**src/rtl/i2s_line_in_rx_if.sv**
```systemverilog
// Codec serial-port lines plus the parallel stereo sample bus of the line-in receiver.
// DATA_WIDTH must match the receiver instance that uses the slave modport.
interface i2s_line_in_rx_if #(
  parameter int DATA_WIDTH = 24
);
  logic                  i2s_bclk;
  logic                  i2s_lrclk;
  logic                  i2s_sdata;
  logic [DATA_WIDTH-1:0] left_sample;
  logic [DATA_WIDTH-1:0] right_sample;
  logic                  sample_valid;
  logic                  frame_error;
  logic                  locked;

  // Receiver side: consumes the codec lines, produces samples and status.
  modport slave (
    input  i2s_bclk,
    input  i2s_lrclk,
    input  i2s_sdata,
    output left_sample,
    output right_sample,
    output sample_valid,
    output frame_error,
    output locked
  );

  // Codec/consumer side: drives the serial lines, observes samples and status.
  modport master (
    output i2s_bclk,
    output i2s_lrclk,
    output i2s_sdata,
    input  left_sample,
    input  right_sample,
    input  sample_valid,
    input  frame_error,
    input  locked
  );
endinterface

```
**src/rtl/i2s_line_in_rx.sv**
```systemverilog
// I2S capture receiver: oversamples the codec bit clock, deserializes left/right slots
// MSB-first and presents each complete stereo frame with a one-cycle sample_valid strobe.
module i2s_line_in_rx #(
  parameter int DATA_WIDTH     = 24,
  parameter int TIMEOUT_CYCLES = 1024
) (
  input  logic            clk,
  input  logic            reset_n,
  i2s_line_in_rx_if.slave rx
);

  localparam int CNT_W = $clog2(DATA_WIDTH + 1);
  localparam int WD_W  = $clog2(TIMEOUT_CYCLES + 1);

  typedef enum logic [1:0] {
    SYNC  = 2'd0,
    LEFT  = 2'd1,
    RIGHT = 2'd2
  } state_t;

  logic bclk_s1_q, bclk_s1_d;
  logic bclk_s2_q, bclk_s2_d;
  logic bclk_s3_q, bclk_s3_d;
  logic lrclk_s1_q, lrclk_s1_d;
  logic lrclk_s2_q, lrclk_s2_d;
  logic sdata_s1_q, sdata_s1_d;
  logic sdata_s2_q, sdata_s2_d;

  state_t                state_q, state_d;
  logic                  prev_lr_q, prev_lr_d;
  logic [CNT_W-1:0]      bit_cnt_q, bit_cnt_d;
  logic [DATA_WIDTH-1:0] shift_q, shift_d;
  logic [DATA_WIDTH-1:0] left_hold_q, left_hold_d;
  logic                  left_ok_q, left_ok_d;
  logic [WD_W-1:0]       wdog_q, wdog_d;

  logic [DATA_WIDTH-1:0] left_sample_q, left_sample_d;
  logic [DATA_WIDTH-1:0] right_sample_q, right_sample_d;
  logic                  sample_valid_q, sample_valid_d;
  logic                  frame_error_q, frame_error_d;
  logic                  locked_q, locked_d;

  logic bclk_rise;
  logic wd_expire;
  logic rise_ok;
  logic boundary;
  logic slot_full;

  always_comb begin
    bclk_s1_d  = rx.i2s_bclk;
    bclk_s2_d  = bclk_s1_q;
    bclk_s3_d  = bclk_s2_q;
    lrclk_s1_d = rx.i2s_lrclk;
    lrclk_s2_d = lrclk_s1_q;
    sdata_s1_d = rx.i2s_sdata;
    sdata_s2_d = sdata_s1_q;

    bclk_rise = bclk_s2_q & ~bclk_s3_q;
    wd_expire = (wdog_q == WD_W'(TIMEOUT_CYCLES - 1));
    // A rise landing on the expiry cycle is dropped so the timeout wins cleanly.
    rise_ok   = bclk_rise & ~wd_expire;
    boundary  = rise_ok & (lrclk_s2_q != prev_lr_q);
    slot_full = (bit_cnt_q == CNT_W'(DATA_WIDTH));

    state_d        = state_q;
    prev_lr_d      = prev_lr_q;
    bit_cnt_d      = bit_cnt_q;
    shift_d        = shift_q;
    left_hold_d    = left_hold_q;
    left_ok_d      = left_ok_q;
    left_sample_d  = left_sample_q;
    right_sample_d = right_sample_q;
    sample_valid_d = 1'b0;
    frame_error_d  = 1'b0;
    locked_d       = locked_q;

    // Saturating one past the threshold makes the expiry a single-cycle event.
    if (bclk_rise) begin
      wdog_d = '0;
    end else if (wdog_q != WD_W'(TIMEOUT_CYCLES)) begin
      wdog_d = wdog_q + WD_W'(1);
    end else begin
      wdog_d = wdog_q;
    end

    if (wd_expire) begin
      state_d       = SYNC;
      locked_d      = 1'b0;
      left_ok_d     = 1'b0;
      bit_cnt_d     = '0;
      frame_error_d = (state_q != SYNC);
    end else if (rise_ok) begin
      prev_lr_d = lrclk_s2_q;
      // The bit on a boundary rise is the previous slot's LSB (one-bit delay).
      if (boundary) begin
        bit_cnt_d = '0;
      end else if (!slot_full) begin
        shift_d   = {shift_q[DATA_WIDTH-2:0], sdata_s2_q};
        bit_cnt_d = bit_cnt_q + CNT_W'(1);
      end

      if (boundary) begin
        case (state_q)
          SYNC: begin
            if (!lrclk_s2_q) begin
              state_d = LEFT;
            end
          end
          LEFT: begin
            if (lrclk_s2_q) begin
              state_d   = RIGHT;
              left_ok_d = slot_full;
              if (slot_full) begin
                left_hold_d = shift_q;
                locked_d    = 1'b1;
              end
            end
          end
          RIGHT: begin
            if (!lrclk_s2_q) begin
              state_d = LEFT;
              if (slot_full && left_ok_q) begin
                left_sample_d  = left_hold_q;
                right_sample_d = shift_q;
                sample_valid_d = 1'b1;
              end else begin
                frame_error_d = 1'b1;
              end
            end
          end
          default: begin
            state_d = SYNC;
          end
        endcase
      end
    end
  end

  always_ff @(posedge clk or negedge reset_n) begin
    if (!reset_n) begin
      bclk_s1_q      <= 1'b0;
      bclk_s2_q      <= 1'b0;
      bclk_s3_q      <= 1'b0;
      lrclk_s1_q     <= 1'b0;
      lrclk_s2_q     <= 1'b0;
      sdata_s1_q     <= 1'b0;
      sdata_s2_q     <= 1'b0;
      state_q        <= SYNC;
      prev_lr_q      <= 1'b0;
      bit_cnt_q      <= '0;
      shift_q        <= '0;
      left_hold_q    <= '0;
      left_ok_q      <= 1'b0;
      wdog_q         <= '0;
      left_sample_q  <= '0;
      right_sample_q <= '0;
      sample_valid_q <= 1'b0;
      frame_error_q  <= 1'b0;
      locked_q       <= 1'b0;
    end else begin
      bclk_s1_q      <= bclk_s1_d;
      bclk_s2_q      <= bclk_s2_d;
      bclk_s3_q      <= bclk_s3_d;
      lrclk_s1_q     <= lrclk_s1_d;
      lrclk_s2_q     <= lrclk_s2_d;
      sdata_s1_q     <= sdata_s1_d;
      sdata_s2_q     <= sdata_s2_d;
      state_q        <= state_d;
      prev_lr_q      <= prev_lr_d;
      bit_cnt_q      <= bit_cnt_d;
      shift_q        <= shift_d;
      left_hold_q    <= left_hold_d;
      left_ok_q      <= left_ok_d;
      wdog_q         <= wdog_d;
      left_sample_q  <= left_sample_d;
      right_sample_q <= right_sample_d;
      sample_valid_q <= sample_valid_d;
      frame_error_q  <= frame_error_d;
      locked_q       <= locked_d;
    end
  end

  assign rx.left_sample  = left_sample_q;
  assign rx.right_sample = right_sample_q;
  assign rx.sample_valid = sample_valid_q;
  assign rx.frame_error  = frame_error_q;
  assign rx.locked       = locked_q;

endmodule

```
**src/flat_wrapper.sv**
```systemverilog
// flat-port wrapper written by rule: the top's interface ports become plain ports
module i2s_line_in_rx_flat 
#(
  parameter int DATA_WIDTH     = 24,
  parameter int TIMEOUT_CYCLES = 1024
)
  (clk, reset_n, rx_i2s_bclk, rx_i2s_lrclk, rx_i2s_sdata, rx_left_sample, rx_right_sample, rx_sample_valid, rx_frame_error, rx_locked);
  i2s_line_in_rx_if #(.DATA_WIDTH(DATA_WIDTH)) rx_i ();
  input  logic clk;
  input  logic reset_n;
  input wire logic [$bits(rx_i.i2s_bclk)-1:0] rx_i2s_bclk;
  input wire logic [$bits(rx_i.i2s_lrclk)-1:0] rx_i2s_lrclk;
  input wire logic [$bits(rx_i.i2s_sdata)-1:0] rx_i2s_sdata;
  output wire logic [$bits(rx_i.left_sample)-1:0] rx_left_sample;
  output wire logic [$bits(rx_i.right_sample)-1:0] rx_right_sample;
  output wire logic [$bits(rx_i.sample_valid)-1:0] rx_sample_valid;
  output wire logic [$bits(rx_i.frame_error)-1:0] rx_frame_error;
  output wire logic [$bits(rx_i.locked)-1:0] rx_locked;
  assign rx_i.i2s_bclk = rx_i2s_bclk;
  assign rx_i.i2s_lrclk = rx_i2s_lrclk;
  assign rx_i.i2s_sdata = rx_i2s_sdata;
  assign rx_left_sample = rx_i.left_sample;
  assign rx_right_sample = rx_i.right_sample;
  assign rx_sample_valid = rx_i.sample_valid;
  assign rx_frame_error = rx_i.frame_error;
  assign rx_locked = rx_i.locked;
  i2s_line_in_rx #(.DATA_WIDTH(DATA_WIDTH), .TIMEOUT_CYCLES(TIMEOUT_CYCLES)) u_core (.clk(clk), .reset_n(reset_n), .rx(rx_i));
endmodule
```
**config.mk**
```make
export PLATFORM = sky130hd
export DESIGN_NAME = i2s_line_in_rx_flat
export DESIGN_NICKNAME = d
export VERILOG_FILES = /design/src/rtl/i2s_line_in_rx_if.sv /design/src/rtl/i2s_line_in_rx.sv /design/src/flat_wrapper.sv
export SDC_FILE = /design/constraint.sdc
export NUM_CORES = 1
export LEC_CHECK = 0
export BUFFER_PORTS_ARGS = -buffer_cell sky130_fd_sc_hd__clkbuf_2
export CAP_MARGIN = 20
export CORE_MARGIN = 2
export CORE_UTILIZATION = 55
export DETAILED_ROUTE_END_ITERATION = 7
export PLACE_DENSITY = 0.76
export SETUP_SLACK_MARGIN = 0.05
export SYNTH_ARGS = -nofsm -noshare
export SYNTH_HDL_FRONTEND = slang
export SYNTH_SLANG_ARGS = --single-unit
```
**constraint.sdc**
```tcl
create_clock -name clk -period 2.9 [get_ports clk]
set_clock_uncertainty 0.1 [all_clocks]
set_input_delay 0.145 -clock clk [delete_from_list [all_inputs] [get_ports clk]]
set_output_delay 0.145 -clock clk [all_outputs]
set_load 0.05 [all_outputs]
```
Word level (Yosys, flattened, before mapping)
Cells that the tools add are included.
{ "totals": {"n_memories": 0, "rom_bits": 0, "output_inout_bits": 51, "wordCells": 91, "latch_bits": 0, "reg_bits": 126, "input_bits": 5, "mem_bits_rw": 0} }
{ "op_classes": {"n_shift": 0, "reduce_logical": 18, "order_cmp": 0, "n_mul": 0, "n_eq_ne": 9, "div": 0, "n_bitwise": 8, "mux": 35, "add_sub_neg": 2} }
{ "ops": {"columns": ["op", "count"], "rows": [
  ["2-to-1 mux 1 bit", 23],
  ["2-to-1 mux 11 bit", 2],
  ["2-to-1 mux 5 bit", 4],
  ["nonzero test 2 bit", 7],
  ["AND reduction 4 bit", 3],
  ["AND reduction 6 bit", 2],
  ["adder 11 x 1 -> 11 bit (second input constant)", 1],
  ["== test 11 x 10 -> 1 bit (second input constant)", 1],
  ["inequality test 11 bit (second input constant)", 1],
  ["2-to-1 mux 2 bit", 5],
  ["inequality test 3 x 1 -> 1 bit (second input constant)", 2],
  ["adder 5 x 1 -> 5 bit (second input constant)", 1],
  ["== test 5 bit (second input constant)", 1],
  ["inverter 1 bit", 5],
  ["AND reduction 5 bit", 1],
  ["one-hot mux 2 bit (2 select lines)", 1],
  ["AND reduction 2 bit", 2],
  ["AND 1 bit", 3],
  ["inequality test 3 bit (second input constant)", 1],
  ["== test 2 x 1 -> 1 bit (second input constant)", 1],
  ["== test 2 bit (second input constant)", 1],
  ["logical NOT 2 bit", 1],
  ["OR reduction 2 bit", 1],
  ["logical AND 1 bit", 1],
  ["inequality test 1 bit", 1]
]} }

Logic depth before layout (Yosys ltp)
{ "logic_depth": {"ltp_word": 8, "mapped_depth": 9, "depth_no_buf": 6} }

Least setup slack after synthesis
OpenSTA, ideal clock, no wires.
{ "synth_path": {"kind": "register to register", "start": "register u_core.bit_cnt_q[0]", "end": "register u_core.shift_q[10]", "synth_period_minus_slack_ps": 2454, "path_buffers": 3, "setup_slack_ps": 446, "stages_incl_launch_ff": 10, "setup_ps": 125, "required_time_ps": 2675, "arrival_time_ps": 2229, "path_cell_list": "dfrtp_1 inv_1 ha_1 and4b_1 clkbuf_1 nor3_1 nor2b_1 clkbuf_1 buf_2 mux2_2"} }
{ "synth_via": {"elab_chain_len": 3} }
{ "synth_lines": {"columns": ["item", "line_no", "text"], "rows": [
  ["start, declared", "i2s_line_in_rx.sv:31", "logic [CNT_W-1:0] bit_cnt_q, bit_cnt_d;"],
  ["start signal, assigned", "i2s_line_in_rx.sv:170", "bit_cnt_q <= bit_cnt_d;"],
  ["== test 5 bit", "i2s_line_in_rx.sv:63", "slot_full = (bit_cnt_q == CNT_W'(DATA_WIDTH));"],
  ["inverter 1 bit (no source line)", null, null],
  ["AND reduction 4 bit (no source line)", null, null],
  ["end signal, assigned", "i2s_line_in_rx.sv:171", "shift_q <= shift_d;"],
  ["end, declared", "i2s_line_in_rx.sv:32", "logic [DATA_WIDTH-1:0] shift_q, shift_d;"]
]} }
Every way passes these cells.
A chain may end at the register's enable or synchronous reset.

Final worst setup path
{ "layout_path": {"start": "register u_core.bit_cnt_q[0]", "end": "register u_core.shift_q[18]"} }
Same word-level chain as after synthesis.

==> flow_summary.ini <==
[status]
status = finished, final reports clean

[die]
die_area_um2 = 9843
chipHeight_um = 99.21
io_pins = 56
placementRows = 34
fp.dieW_um = 99.21
core-area_um2 = 8763
start_util_pct = 56.90

[critical_path]
r2r_setup_slack_ps = 270
rr_endpoint = u_core.shift_q[18]
critPathKind = flop to flop
worstPathCellList = inv_1 > ha_1 > and4b_1 > nor3_1 > nor2b_2 > buf_4 > mux2_2
crit_arrival_ps = 2920
r2r-start = u_core.bit_cnt_q[0]
r2r_cells = 7
worst_path_largest_cell_delay_ps = 480
crit_path_start_kind = flop
slowest_stage = nor3_1
endpoint_kind = flop
cp.required_ps = 3190
cp_max_fo = 18

[detailed_routing]
wire_per_inst_um = 16.38
vias = 2902
detail-route-antenna-nets = 0
wl_mm = 8.728
drt_iter0_markers = 128
drc = 0
viasPerCell = 5.445
dr.pass1.iters = 4

[timing]
slew_violations = 0
setup_viol = 0
tightest_slew_ps = 762.6
max_freq_ghz = 0.3803
max_slew_margin_pct = 49.16
setup_tns_ps = 0
fin_hold_ws_ps = 158.8
min_period_over_period_pct = 90.67
period_minus_slack_ps = 2629
rsz0062_at_grt = false
hold_viol = 0

[grt]
track_usage_pct = 19.45
grt-ovfl-total = 0
grt_antenna_before_repair = 0
grt_pass1_wl_mm = 14.99
grt_pass1_vias = 3009
grt_max_degree = 62

[logic_synthesis]
synth_cell_type_count = 35
ys_ff_latch = 126
yosysWarnings = 0
synth.area.top_cells = dfrtp_1, mux2_2, mux2_1, nor2_1, a21oi_1
async_flop_share_pct = 100.0
ys.flop_type = dfrtp_1
synth_edf_count = 0
yosysTopAreaCell = dfrtp_1
synth_top_area_share_pct = 63.24
ys_seq_area_share_pct = 63.24
yosysMostFrequentCell = dfrtp_1
syn_area_um2 = 4986
syn_nets = 350
avgSynthCellArea_um2 = 14.62
syn_inst = 341
synth_common_cells = dfrtp_1, mux2_2, mux2_1

[layout]
multi_input_area_um2 = 1729
area_delta_synth_final_pct = 21.43
fin_util_pct = 69.09
seq_area_um2 = 3153
drive_gt1_share_pct = 34.82
stdcell_count = 533
antenna_cells = 0
n_fill_cell = 601
nNetsFinal = 421

[clocking]
cts.path.max_buffers = 2
clk_pin_slew_ps = 60
cts_tree = yes
clk_latency_ps = 510
cts_buffers = 17
htreeDepth = 4
clock-root-buffer = clkbuf_8
cts.sinks = 126

[place]
numPortBuffers = 55
placed_cells = 497
place_congestion = 0.7488
hpwl_mm = 5.313

[run]
drv_cap = 0

[power]
p_leak_nw = 3.146
p_per_area_nw_per_um2 = 723.0
ir_drop_v = 0.0004721

[min_path]
hold_class = primary input to asynchronous set/reset pin
## placed cells by master, fill, tap and decap left out, types with 4 or more instances in the layout
master         count
clkbuf_2          54
xnor2_1            4
nand3_1            6
dlygate4sd3_1      4
nor2_1            20
buf_4              6
inv_1              7
ha_1               4
o21ai_0            6
dfrtp_1          126
mux2_1            47
a21oi_1           10
mux2_2            50
xor2_1             5
clkbuf_16         16
nand2_1            6
nor2b_1            5
## final cells by class
cell class                 count  area share [%]
timing repair buffer          67           6.861
tap                          108           2.232
clock inverter                13           2.707
sequential                   126           52.08
clock buffer                  19           7.130
multi-input combinational    193           28.56
inverter                       7          0.4340
## cells by family (layout without fill, tap and decap cells)
family | Yosys count | count (layout) | synth area share, %
muxes | 100 | 100 | 22.51
DFF | 126 | 126 | 63.24
buffers and inverters | 22 | 106 | 2.359
and+or+nand+nor | 60 | 60 | 6.650
xor gates and xnor gates | 9 | 9 | 1.581
adders and majority gates | 4 | 4 | 1.004
AOI/OAI and AO/OA | 20 | 20 | 2.660
## repair_timing
action | CTS | global route
endpoints found under the hold margin | 62 | 0
setup buffers | 0 | 0
gates resized for setup | 0 | 0
hold buffers | 4 | 0
## power by group
part           internal (W)  total, W  leakage, nW  switching [W]
Sequential          0.00187   0.00200         1.72       0.000128
Clock               0.00134   0.00211        0.289       0.000773
Combinational      0.000136  0.000269         1.14       0.000133
## registers in the layout, summed over array words and instances (netlist names)
| name | count |
|---|---|
| u_core.prev_lr_q | 1 |
| u_core.left_hold_q | 24 |
| u_core.rx.right_sample | 24 |
| u_core.lrclk_s1_q | 1 |
| u_core.bclk_s1_q | 1 |
| u_core.bit_cnt_q | 5 |
| u_core.wdog_q | 11 |
| u_core.left_ok_q | 1 |
| u_core.sdata_s2_q | 1 |
| u_core.rx.frame_error | 1 |
| u_core.bclk_s2_q | 1 |
| u_core.shift_q | 24 |
| u_core.sdata_s1_q | 1 |
| u_core.lrclk_s2_q | 1 |
| u_core.bclk_s3_q | 1 |
| u_core.rx.left_sample | 24 |
| u_core.state_q | 2 |
| u_core.rx.locked | 1 |
| u_core.rx.sample_valid | 1 |
## routing by layer
layer	vias up	wire, um	track usage [%]	share of wire [%]
met5	-	0	0	0
met4	0	109	9.168	1.2
met3	10	309	4.708	3.5
met2	60	4234	29.73	49
met1	1494	4074	26.54	47
li1	1338	-	-	-
## how the worst max path moves through the flow
stage	start	endpoint	slack, ps	depth (start not counted)
2_1_floorplan	u_core.bit_cnt_q[0]	u_core.shift_q[10]	450	9
3_3_place_gp	u_core.bit_cnt_q[0]	u_core.shift_q[20]	400	7
3_5_place_dp	u_core.wdog_q[0]	u_core.rx.right_sample[17]	320	6
4_1_cts	u_core.bit_cnt_q[0]	u_core.shift_q[18]	260	7
5_1_grt	u_core.bit_cnt_q[0]	u_core.shift_q[14]	80	7
6_report	u_core.bit_cnt_q[0]	u_core.shift_q[18]	270	7
## worst max-delay path: cells and delay by family (launching register included)
family | cells | cell delay (ps)
muxes | 1 | 370
buffers and inverters | 2 | 350
adders and majority gates | 1 | 220
and+or+nand+nor | 3 | 1060
DFF | 1 | 400
## metrics by stage
stage               area (um^2)  setup slack, ps  total power [W]
floorplan                  4986            445.9         0.002175
CTS                        6055            257.5         0.004409
global route               6055            82.47         0.004546
detailed placement         5419            321.3         0.002291
global placement           5419            399.0         0.002270
finish                     6055            270.7         0.004378
No activity file was read; power rests on OpenSTA's default activity.
